## src/rtl/expansion_shiftreg_chain_pkg.sv

```systemverilog
// Shared definitions for the expansion shift-register chain driver:
// frame state encoding and the frame counter width.
`timescale 1ns/1ps

package expansion_shiftreg_chain_pkg;

    // Width of the completed-frame counter exposed on the top level.
    localparam int FRAME_CNT_W = 16;

    // Frame sequencing states; every transition happens on a shift tick.
    typedef enum logic [1:0] {
        IDLE     = 2'd0,
        LOAD     = 2'd1,
        SHIFT_LO = 2'd2,
        SHIFT_HI = 2'd3
    } chain_state_t;

endpackage

```

## src/rtl/expansion_shiftreg_chain_tick_gen.sv

```systemverilog
// Free-running clock divider producing a one-clk tick every DIVIDER clocks.
// Shared by the expansion blocks so their pin timing stays consistent.
`timescale 1ns/1ps

module expansion_tick_gen #(
    parameter int DIVIDER = 251
) (
    input  logic clk,
    input  logic rst,
    output logic tick
);

    localparam int CNT_W = (DIVIDER > 1) ? $clog2(DIVIDER) : 1;
    localparam logic [CNT_W-1:0] LAST = CNT_W'(DIVIDER - 1);

    logic [CNT_W-1:0] cnt;

    // Count 0..DIVIDER-1 and wrap; never stalls so tick spacing is fixed.
    always_ff @(posedge clk or posedge rst) begin
        if (rst) begin
            cnt <= '0;
        end else if (cnt == LAST) begin
            cnt <= '0;
        end else begin
            cnt <= cnt + CNT_W'(1);
        end
    end

    assign tick = (cnt == LAST);

endmodule

```

## src/rtl/expansion_shiftreg_chain.sv

```systemverilog
// Multi-channel 74HC595/74HC165 chain driver. All chains share SHIFT_CLK and
// SHIFT_LOAD; each channel has its own serial out/in pin. A frame is one LOAD
// tick followed by WIDTH low/high shift clock pairs, MSB first in both
// directions. Outputs reach the 595 pins one frame late because the latch edge
// is the rising SHIFT_LOAD at the start of the following frame.
`timescale 1ns/1ps

module expansion_shiftreg_chain
    import expansion_shiftreg_chain_pkg::*;
#(
    parameter int WIDTH    = 8,
    parameter int CHANNELS = 1,
    parameter int DIVIDER  = 251,
    parameter int ONCHANGE = 0,
    parameter int REFRESH  = 1000
) (
    input  logic                      clk,
    input  logic                      rst,
    input  logic                      enable,
    input  logic [CHANNELS*WIDTH-1:0] data_out,
    output logic [CHANNELS*WIDTH-1:0] data_in,
    output logic                      in_valid,
    output logic                      busy,
    output logic [FRAME_CNT_W-1:0]    frame_count,
    output logic                      SHIFT_CLK,
    output logic                      SHIFT_LOAD,
    output logic [CHANNELS-1:0]       SHIFT_OUT,
    input  logic [CHANNELS-1:0]       SHIFT_IN
);

    localparam int BIT_W = $clog2(WIDTH + 1);
    localparam int REF_W = $clog2(REFRESH + 1);
    localparam logic [BIT_W-1:0] LAST_BIT   = BIT_W'(WIDTH);
    localparam logic [REF_W-1:0] REF_MAX    = REF_W'(REFRESH);
    localparam logic [REF_W-1:0] REF_EXPIRE = REF_W'(REFRESH - 1);

    chain_state_t state;

    logic                      tick;
    logic                      start_frame;
    logic                      refresh_expired;
    logic [BIT_W-1:0]          bit_cnt;
    logic [REF_W-1:0]          refresh_cnt;
    logic [CHANNELS*WIDTH-1:0] tx_reg;
    logic [CHANNELS*WIDTH-1:0] rx_reg;
    logic [CHANNELS*WIDTH-1:0] last_sent;
    logic [CHANNELS*WIDTH-1:0] tx_shifted;
    logic [CHANNELS*WIDTH-1:0] rx_shifted;
    logic [CHANNELS-1:0]       tx_msb;

    expansion_tick_gen #(
        .DIVIDER (DIVIDER)
    ) u_tick_gen (
        .clk  (clk),
        .rst  (rst),
        .tick (tick)
    );

    // Per-channel views of the shift registers: current MSB and next shifted values.
    always_comb begin
        tx_msb     = '0;
        tx_shifted = '0;
        rx_shifted = '0;
        for (int c = 0; c < CHANNELS; c++) begin
            tx_msb[c] = tx_reg[c*WIDTH + WIDTH - 1];
            tx_shifted[c*WIDTH +: WIDTH] = {tx_reg[c*WIDTH +: WIDTH-1], 1'b0};
            rx_shifted[c*WIDTH +: WIDTH] = {rx_reg[c*WIDTH +: WIDTH-1], SHIFT_IN[c]};
        end
    end

    // Decide whether an idle tick launches a frame; the refresh window counts the deciding tick.
    always_comb begin
        refresh_expired = (refresh_cnt >= REF_EXPIRE);
        if (ONCHANGE != 0) begin
            start_frame = enable && ((data_out != last_sent) || refresh_expired);
        end else begin
            start_frame = enable;
        end
    end

    // Refresh timer: counts idle ticks, saturates when expired, reloads when a frame starts.
    always_ff @(posedge clk or posedge rst) begin
        if (rst) begin
            refresh_cnt <= REF_MAX;
        end else if (tick && (state == IDLE)) begin
            if (start_frame) begin
                refresh_cnt <= '0;
            end else if (refresh_cnt != REF_MAX) begin
                refresh_cnt <= refresh_cnt + REF_W'(1);
            end
        end
    end

    // Frame sequencer with registered pin outputs, result capture and frame counting.
    always_ff @(posedge clk or posedge rst) begin
        if (rst) begin
            state       <= IDLE;
            SHIFT_CLK   <= 1'b0;
            SHIFT_LOAD  <= 1'b1;
            SHIFT_OUT   <= '0;
            data_in     <= '0;
            in_valid    <= 1'b0;
            busy        <= 1'b0;
            frame_count <= '0;
            bit_cnt     <= '0;
            tx_reg      <= '0;
            rx_reg      <= '0;
            last_sent   <= '0;
        end else begin
            in_valid <= 1'b0;
            if (tick) begin
                case (state)
                    IDLE: begin
                        if (start_frame) begin
                            state      <= LOAD;
                            SHIFT_LOAD <= 1'b0;
                            tx_reg     <= data_out;
                            last_sent  <= data_out;
                            busy       <= 1'b1;
                            bit_cnt    <= '0;
                        end
                    end
                    LOAD: begin
                        state      <= SHIFT_LO;
                        SHIFT_LOAD <= 1'b1;
                        SHIFT_CLK  <= 1'b0;
                        SHIFT_OUT  <= tx_msb;
                    end
                    SHIFT_LO: begin
                        state     <= SHIFT_HI;
                        SHIFT_CLK <= 1'b1;
                        tx_reg    <= tx_shifted;
                        rx_reg    <= rx_shifted;
                        bit_cnt   <= bit_cnt + BIT_W'(1);
                    end
                    SHIFT_HI: begin
                        SHIFT_CLK <= 1'b0;
                        if (bit_cnt == LAST_BIT) begin
                            state       <= IDLE;
                            data_in     <= rx_reg;
                            in_valid    <= 1'b1;
                            frame_count <= frame_count + FRAME_CNT_W'(1);
                            busy        <= 1'b0;
                        end else begin
                            state     <= SHIFT_LO;
                            SHIFT_OUT <= tx_msb;
                        end
                    end
                    default: begin
                        state <= IDLE;
                    end
                endcase
            end
        end
    end

endmodule
```

## config.mk

```make
export PLATFORM = sky130hd
export DESIGN_NAME = expansion_shiftreg_chain
export DESIGN_NICKNAME = d
export VERILOG_FILES = /design/src/rtl/expansion_shiftreg_chain_pkg.sv /design/src/rtl/expansion_shiftreg_chain_tick_gen.sv /design/src/rtl/expansion_shiftreg_chain.sv
export SDC_FILE = /design/constraint.sdc
export NUM_CORES = 1
export LEC_CHECK = 0
export BUFFER_PORTS_ARGS = -buffer_cell sky130_fd_sc_hd__buf_4
export CAP_MARGIN = 5
export CELL_PAD_IN_SITES_DETAIL_PLACEMENT = 0
export CELL_PAD_IN_SITES_GLOBAL_PLACEMENT = 1
export CORE_ASPECT_RATIO = 1.75
export CORE_MARGIN = 5
export CORE_UTILIZATION = 45
export DETAILED_ROUTE_END_ITERATION = 8
export GPL_TIMING_DRIVEN = 0
export MAX_ROUTING_LAYER = met4
export PLACE_DENSITY = 0.88
export SLEW_MARGIN = 20
export SYNTH_ARGS = -nofsm -noshare
export SYNTH_HDL_FRONTEND = slang
export SYNTH_HIERARCHICAL = 1
export SYNTH_SLANG_ARGS = --single-unit
```

## constraint.sdc

```tcl
create_clock -name clk -period 2.85 [get_ports clk]
set_clock_uncertainty 0.1 [all_clocks]
set_input_delay 0 -clock clk [delete_from_list [all_inputs] [get_ports clk]]
set_output_delay 0 -clock clk [all_outputs]
set_load 0.02 [all_outputs]
```

# [Yosys cells after proc, flatten, opt, wreduce, memory -nomap -nowiden]
# Cells that the tools add are included.
[word_totals] ff_bits=59 inputBits=12 out_inout_bits=29 elab_cells=57
[classes] addsub=3 eq_ne=8 n_mux=19 reduce_logical=15
[ops] cell="$add 16x1->16 const B" n=1
[ops] cell="$mux 8" n=2
[ops] cell="$pmux 8 s2" n=1
[ops] cell="$reduce_and 3->1" n=4
[ops] cell="$reduce_bool 2->1" n=5
[ops] cell="$add 8x1->8 const B" n=1
[ops] cell="$eq 8x8->1 const B" n=1
[ops] cell="$pmux 1 s2" n=4
[ops] cell="$pmux 2 s4" n=1
[ops] cell="$pmux 4 s2" n=1
[ops] cell="$mux 1" n=7
[ops] cell="$ne 2x2->1 const B" n=3
[ops] cell="$reduce_and 2->1" n=3
[ops] cell="$add 4x1->4 const B" n=1
[ops] cell="$eq 2x2->1 const B" n=2
[ops] cell="$eq 4x4->1 const B" n=1
[ops] cell="$mux 2" n=2
[ops] cell="$mux 4" n=1
[ops] cell="$reduce_and 4->1" n=1
[ops] cell="$eq 2x1->1 const B" n=1
[ops] cell="$logic_not 2->1" n=1
[ops] cell="$reduce_or 2->1" n=1

# [Depth between registers and ports, before layout]
# Gate-level depths: netlist of run 1.
[logic_depth] depth_word=4 ltp_mapped=10 depth_no_buf=8

# [Hierarchy]
# Netlist of run 1, hierarchy kept.
[by_module_without_submodules] module="expansion_shiftreg_chain" instances=1 cells_per_inst=179 area_each_um2=2267.2
[by_module_without_submodules] module="expansion_tick_gen" instances=1 cells_per_inst=42 area_each_um2=397.9

# [Least setup slack after synthesis of run 1]
# OpenSTA, ideal clock, no wires.
[synth_timing] kind="reg2reg" startpoint="register u_tick_gen.cnt[0]" endpoint="register frame_count[15]" setup_time_ps=128 t_arrival_ps=1941 slack_ps=681 stages_incl_launch_ff=10 path_buffers=1 synth_period_minus_slack_ps=2169 cell_sequence="dfrtp_1 inv_1 ha_1 nand3b_1 nor2_1 buf_6 nand2_2 nor4_4 nand4_1 xnor2_1"
[synth_between] elab_chain_cells=2
[synth_rtl] item="start: declaration" line="expansion_shiftreg_chain_tick_gen.sv:16" source="logic [CNT_W-1:0] cnt;"
[synth_rtl] item="start signal: assignment" line="expansion_shiftreg_chain_tick_gen.sv:25" source="cnt <= cnt + CNT_W'(1);"
[synth_rtl] item="$eq 8x8->1" line="expansion_shiftreg_chain_tick_gen.sv:29" source="assign tick = (cnt == LAST);"
[synth_rtl] item="net tick" line="expansion_shiftreg_chain.sv:39" source="logic tick;"
[synth_rtl] item="$reduce_and 3->1 (no line)"
[synth_rtl] item="end signal: assignment" line="expansion_shiftreg_chain.sv:142" source="frame_count <= frame_count + FRAME_CNT_W'(1);"
[synth_rtl] item="end: declaration" line="expansion_shiftreg_chain.sv:24" source="output logic [FRAME_CNT_W-1:0] frame_count,"
# The timed path passes the listed nets, and every way through them passes these cells.
# A chain may end at the register's enable or synchronous reset.

# [Worst setup path in the final report of run 1]
[layout_timing] startpoint="register u_tick_gen.cnt[0]" endpoint="register tx_reg[0]"
[layout_between] elab_chain_cells=2
[layout_rtl] item="$eq 8x8->1" line="expansion_shiftreg_chain_tick_gen.sv:29"
[layout_rtl] item="net tick" line="expansion_shiftreg_chain.sv:39"
[layout_rtl] item="$reduce_and 3->1 (no line)"
[layout_rtl] item="end signal: assignment" line="expansion_shiftreg_chain.sv:117" source="tx_reg <= data_out;"
[layout_rtl] item="end signal: assignment" line="expansion_shiftreg_chain.sv:132" source="tx_reg <= tx_shifted;"
[layout_rtl] item="end: declaration" line="expansion_shiftreg_chain.sv:44" source="logic [CHANNELS*WIDTH-1:0] tx_reg;"
# The timed path passes the listed nets, and every way through them passes these cells.

==> results of run 1 <==
metal layers:
metal / share of wire / wire (um) / GRT usage / vias to the layer above
met4: 0.017 / 82 / 0.0744 / 0
met3: 0.044 / 220 / 0.0394 / 11
met2: 0.55 / 2750 / 0.261 / 52
li1: - / - / - / 888
met1: 0.39 / 1920 / 0.166 / 905
met5: 0 / 0 / - / -
tightest hold or removal path: stages:
cell and delay (ps):
dlygate4sd3_1 530, buf_4 140, inv_1 250
power groups by stage:
stage	logic [mW]	clock network (mW)	registers, mW
after floorplan	0.0161	0	0.854
after global placement	0.0341	0	0.854
after detailed placement	0.0381	0	0.854
after CTS	0.0509	0.938	0.839
after global routing	0.0573	0.974	0.838
final	0.0494	0.914	0.839
layout make-up:
| class | instances | area, um2 | share of cell area |
|---|---|---|---|
| Inverter | 13 | 48.8 | 0.0142 |
| Tap cell | 78 | 97.6 | 0.0283 |
| Buffer | 5 | 52.6 | 0.0153 |
| Clock buffer | 12 | 145 | 0.0421 |
| Clock inverter | 4 | 97.6 | 0.0283 |
| Multi-Input combinational cell | 144 | 1090 | 0.315 |
| Timing Repair Buffer | 53 | 440 | 0.128 |
| Sequential cell | 59 | 1480 | 0.429 |
cells by family (layout without fill, tap and decap cells):
| kind of cell | count (synthesis) | after routing |
|---|---|---|
| AO/OA/AOI/OAI | 26 | 26 |
| AND/OR/NAND/NOR | 69 | 69 |
| adder cells (fa/ha/maj) | 5 | 5 |
| multiplexers | 26 | 26 |
| flip-flops | 59 | 59 |
| buffers and inverters | 18 | 87 |
| XOR/XNOR | 18 | 18 |
stage by stage:
stage | setup WS (ps) | instances | power [mW]
after global placement | 367 | 339 | 0.888
after global routing | 90.7 | 368 | 1.87
final | 266 | 368 | 1.80
after detailed placement | 302 | 340 | 0.892
after floorplan | 681 | 221 | 0.870
after CTS | 242 | 368 | 1.83
cell usage after synthesis, drive strengths merged:
| master | n |
|---|---|
| dfrtp | 58 |
| nand2 | 26 |
| mux2 | 18 |
| o21ai | 14 |
| inv | 13 |
| nand3 | 11 |
| nor2 | 11 |
| xnor2 | 11 |
| mux2i | 8 |
| xor2 | 7 |
| a21oi | 6 |
| ha | 5 |
| nand4 | 5 |
| buf | 4 |
| nor4 | 3 |
| or3 | 3 |
| a22o | 2 |
| and2b | 2 |
| nand4b | 2 |
| nor3 | 2 |
| a31oi | 1 |
| a32o | 1 |
| and2 | 1 |
| and4b | 1 |
| clkbuf | 1 |
| dfstp | 1 |
| nand2b | 1 |
| nand3b | 1 |
| o22ai | 1 |
| o31ai | 1 |
repair_timing:
| item | CTS | global route |
|---|---|---|
| hold endpoints to repair | 43 | 0 |
| gates resized for setup | 0 | 0 |
| hold buffers | 12 | 0 |
worst min path at each step:
stage	slack, ps	endpoint	start
floorplan	-280	u_tick_gen/cnt[0]	rst
global placement	-110	u_tick_gen/cnt[5]	rst
detailed placement	-110	u_tick_gen/cnt[5]	rst
CTS	80	u_tick_gen/cnt[6]	rst
global route	130	u_tick_gen/cnt[6]	rst
finish	100	u_tick_gen/cnt[3]	rst
==> results by group, run 1 <==
Run status
  • Status: completed

Timing
  • Fin. max-slew vios: 0
  • Post-Route Setup TNS: 0 ps
  • Slew headroom: 0.625
  • Final Setup Violations: 0
  • WHS: 95.5 ps
  • Fmax: 387 MHz
  • Slew of the pin with the lowest slew margin: 561 ps
  • Fin crit period: 2580 ps
  • RSZ-0062 raised after global routing: false
  • Final period util: 0.907
  • Hold Fails Final Rpt: 0

Global routing
  • Global-route wire length before repair: 8.79 mm
  • Pin count of the biggest net entering global routing: 27
  • Global Route Usage Sum: 0.156
  • Initial antenna violation count: 0
  • Vias in the first global route: 1961
  • Grt total ovfl: 0

Power
  • Switch share: 0.184
  • Logic pwr share: 0.027
  • Clock power share: 0.507
  • LEAKAGE: 1.73 nW
  • Share of power burned in registers: 0.465
  • Pwr per Cell Area: 523 nW/um2
  • P_int: 1.47 mW
  • Sw Pwr: 0.332 mW
  • Maximum vdd drop: 0.000379 V

Logic synthesis
  • Synth Instances: 221
  • Yosys warning count: 6
  • Synthesized area: 2670 um2
  • Yosys cell types: 39
  • Syn Nets: 238
  • Largest family of logic cells by synthesized area: simple AND/OR/NAND/NOR gates
  • Yosys reg bits: 59
  • Post-synthesis sequential area ratio: 0.554
  • Top cells by area, synth: dfrtp_1 54%, mux2_2 7.6%, xnor2_1 3.6%
  • Post-Synth Simple-Gate Area: 0.162
  • Compound-Gate Fraction of Synth Area: 0.0568
  • Synth Area in XOR/XNOR: 0.0592
  • Syn Area/Cell: 12.1 um2
  • Adder-cell area share of the yosys netlist: 0.0235
  • Largest area contributor in the netlist: dfrtp_1
  • Top cell type's share of synthesized area: 0.545
  • Mux contribution to synthesized area: 0.106

Setup path
  • Crit path depth: 9
  • Max FO, Critical Path: 10
  • Worst Path Arrival: 2730 ps
  • Top delay family on crit path: buffers and inverters
  • Slowest cell on crit path: dlygate4sd3_1
  • CP Launch Point: u_tick_gen/cnt[0]
  • Worst EP required: 3000 ps
  • Startpoint types: flop
  • Number of buffers and inverters on the critical path: 3
  • R2r setup slk: 270 ps
  • Kind of critical path: flop to flop
  • Endpoint type of the worst setup path: flop
  • CP Capture Point: tx_reg[0]
  • Crit path cell chain: inv_1, ha_1, nand3b_1, nor2_1, buf_6, and2b_1, a31oi_1, dlygate4sd3_1, o22ai_1
  • Slowest cell delay on critical path: 560 ps
  • R2r worst-path depth: 9
  • RR Endpoint: tx_reg[0]
  • Worst reg2reg path startpoint: u_tick_gen/cnt[0]

Finish
  • Most common cell after layout, fill and taps aside: dfrtp_1
  • Layout overhead on the synthesized area: 29.3%
  • Commonest non-fill, non-tap cells in the layout: 58 x dfrtp_1, 40 x buf_4, 24 x nand2_1, 18 x mux2_2, 13 x o21ai_0
  • Nets: 302
  • Diode count: 0
  • Fraction of layout cells with a size suffix above 1: 0.324
  • Reg with most FFs: frame_count
  • Cell area after layout: 3450 um2
  • Max reg flops: 16
  • Fill cells: 519
  • Util after Layout: 0.591

Route
  • Drt total wl: 4.97 mm
  • Drc violations: 0
  • Starting DRT DRC Count: 101
  • First-pass DRT Iterations: 4
  • Vias per Instance: 5.04
  • DR vias: 1856
  • WL/cell: 13.5 um
  • DRT antenna net count: 0

Clock network
  • Skew-Pair Late Insertion Delay: 320 ps
  • H-Tree Depth: 3
  • CTS sink cnt: 59
  • CTS Buf Count: 9
  • CTS tree: yes
  • CTS Root Cell: clkbuf_8
  • Clock transition at the registers of the reported paths: 60 ps
  • Maximum clock insertion buffer count: 2
  • Postcts setup bufs: 0

Die
  • Die Area: 7620 um2
  • Die W: 68.2 um
  • Initial Utilization: 0.457
  • Die height: 112 um
  • Rows: 37
  • Core Footprint: 5830 um2
  • Boundary Pins: 41

Placed design
  • Placed Area: 3080 um2
  • Routability congestion estimate: 0.848
  • DP HPWL: 3.62 mm
  • I/O Buffers: 40

Hold path
  • Min-delay worst type: input port to async pin

Flow run
  • Max Cap Viol: 0
(Power assumes the default switching activity.)
==> inputs of run 2 (changes only) <==
Settings changed: PLACE_DENSITY 0.88 to 0.75.
==> results by group, run 2 (synthesized netlist as in run 1, its figures left out) <==
Setup path
  • R2r setup slk: 280 ps (about the same)
  • Worst EP required: 3000 ps (about the same)
  • Max FO, Critical Path: 10 (unchanged)
  • Endpoint type of the worst setup path: flop
  • Startpoint types: flop
  • Worst Path Arrival: 2720 ps (about the same)
  • Kind of critical path: flop to flop

Finish
  • Register area: 1480 um2 (unchanged)
  • Layout Cells excl Fill: 368 (unchanged)
  • Most common cell after layout, fill and taps aside: dfrtp_1
  • Area occupied by multi-input gates: 1090 um2 (unchanged)
  • Reg with most FFs: frame_count
  • Cell area after layout: 3420 um2 (-0.87%)
  • Nets: 302 (unchanged)
  • Commonest non-fill, non-tap cells in the layout: 58 x dfrtp_1, 40 x buf_4, 24 x nand2_1, 18 x mux2_2
  • Fill cells: 536 (+3.3%)
  • Layout overhead on the synthesized area: 28.2%
  • Fraction of layout cells with a size suffix above 1: 0.331 (+0.00690)
  • Max reg flops: 16 (unchanged)
  • Diode count: 0 (unchanged)

Timing
  • WHS: 84.3 ps (-11.2 ps)
  • Final period util: 0.903 (-0.00393)
  • Fmax: 389 MHz (+0.44%)
  • Final Setup Violations: 0 (unchanged)
  • Post-Route Setup TNS: 0 ps (unchanged)
  • Fin. max-slew vios: 0 (unchanged)
  • Hold Fails Final Rpt: 0 (unchanged)
  • RSZ-0062 raised after global routing: false
  • Slew of the pin with the lowest slew margin: 517 ps (-44.6 ps)
  • Fin crit period: 2570 ps (-11.2 ps)
  • Slew headroom: 0.655 (+0.0298)

Die
  • Boundary Pins: 41 (unchanged)
  • Initial Utilization: 0.457 (unchanged)
  • Die W: 68.2 um (unchanged)
  • Die height: 112 um (unchanged)
  • Rows: 37 (unchanged)
  • Die Area: 7620 um2 (unchanged)
  • Core Footprint: 5830 um2 (unchanged)

Global routing
  • Global-route wire length before repair: 8.68 mm (-1.3%)
  • Global Route Usage Sum: 0.153 (-0.00324)
  • Pin count of the biggest net entering global routing: 29 (+7.4%)
  • Vias in the first global route: 1938 (-1.2%)
  • Initial antenna violation count: 0 (unchanged)
  • Grt total ovfl: 0 (unchanged)

Clock network
  • Maximum clock insertion buffer count: 2 (unchanged)
  • Post-CTS resize count: 0 (unchanged)
  • H-Tree Depth: 3 (unchanged)
  • Skew-Pair Late Insertion Delay: 330 ps (about the same)
  • CTS Buf Count: 9 (unchanged)
  • CTS Root Cell: clkbuf_8
  • Postcts setup bufs: 0 (unchanged)
  • Hold_buf cts: 12 (unchanged)
  • Clock transition at the registers of the reported paths: 60 ps (about the same)
  • CTS sink cnt: 59 (unchanged)
  • CTS tree: yes

Placed design
  • Placed Area: 3080 um2 (unchanged)
  • Placed insts: 340 (unchanged)
  • DP HPWL: 3.55 mm (-1.9%)
  • I/O Buffers: 40 (unchanged)
  • Routability congestion estimate: 0.803 (-5.3%)

Power
  • LEAKAGE: 1.73 nW (-0.49%)
  • Maximum vdd drop: 0.000393 V (+3.8%)
  • Pwr per Cell Area: 492 nW/um2 (-6.0%)
  • Pwr Total: 1.68 mW (-6.8%)

Route
  • Routed wl met2: 2.61 mm (-5.1%)
  • WL/cell: 13.4 um (-0.38%)
  • Drc violations: 0 (unchanged)
  • Met1 wire length: 2.04 mm (+6.3%)
  • DR vias: 1820 (-1.9%)
  • Starting DRT DRC Count: 32 (-68%)
  • Uppermost layer routed: met4
  • First-pass DRT Iterations: 4 (unchanged)
  • DRT antenna net count: 0 (unchanged)
  • Vias per Instance: 4.95 (-1.9%)
  • Drt total wl: 4.95 mm (-0.38%)
  • Met3 wire length: 212 um (-3.6%)

Hold path
  • Min-delay worst type: input port to async pin

Flow run
  • Max Cap Viol: 0 (unchanged)

Run status
  • Status: completed
[run 2: cell types whose count changed in the layout (fill, tap and decap cells not counted), sizes merged]
cell	previous run	this run
clkinv	0	2
bufinv	3	1
[run 2: final timing paths]
path | start | cells after the start | to
worst min register to register | frame_count[15] | 1 | frame_count[15]
worst min-delay path | rst | 3 | u_tick_gen/cnt[1]
worst max register to register | u_tick_gen/cnt[0] | 9 | tx_reg[0]
max in group asynchronous | rst | 4 | SHIFT_LOAD
worst max-delay path | u_tick_gen/cnt[0] | 9 | tx_reg[0]
min in group clk | SHIFT_IN | 3 | rx_reg[0]
[run 2: metal layers]
metal,vias to the layer above,track usage
met4,0,0.0637
li1,887,-
met5,-,-
met1,889,0.166
met3,8,0.0394
met2,36,0.256
[run 2: stage by stage]
stage,worst slack (ps),utilization
6_report,277,0.586
5_1_grt,88.5,0.586
4_1_cts,258,0.586
3_5_place_dp,326,0.529
3_3_place_gp,338,0.525
2_1_floorplan,681,-
[run 2: where the power goes]
| group | switching, mW | internal, mW |
|---|---|---|
| registers | 0.000469 | 0.838 |
| logic | 0.0232 | 0.0257 |
| clock network | 0.320 | 0.472 |
| total | 0.344 | 1.34 |
[run 2: area by class of cell]
cell class                      count  share of cell area
Sequential cell                    59               0.433
Multi-Input combinational cell    144               0.318
Timing Repair Buffer               53               0.129
Clock buffer                       12              0.0484
Tap cell                           78              0.0286
Buffer                              5              0.0154
Inverter                           13              0.0143
Clock inverter                      4              0.0139
[run 2: worst max-delay path: stages (launching register included)]
cell and delay [ps]:
dfrtp_1 420, inv_1 70, ha_1 180, nand3b_1 110
nor2_1 390, buf_6 220, and2b_1 220, a31oi_1 100
dlygate4sd3_1 560, o22ai_1 130
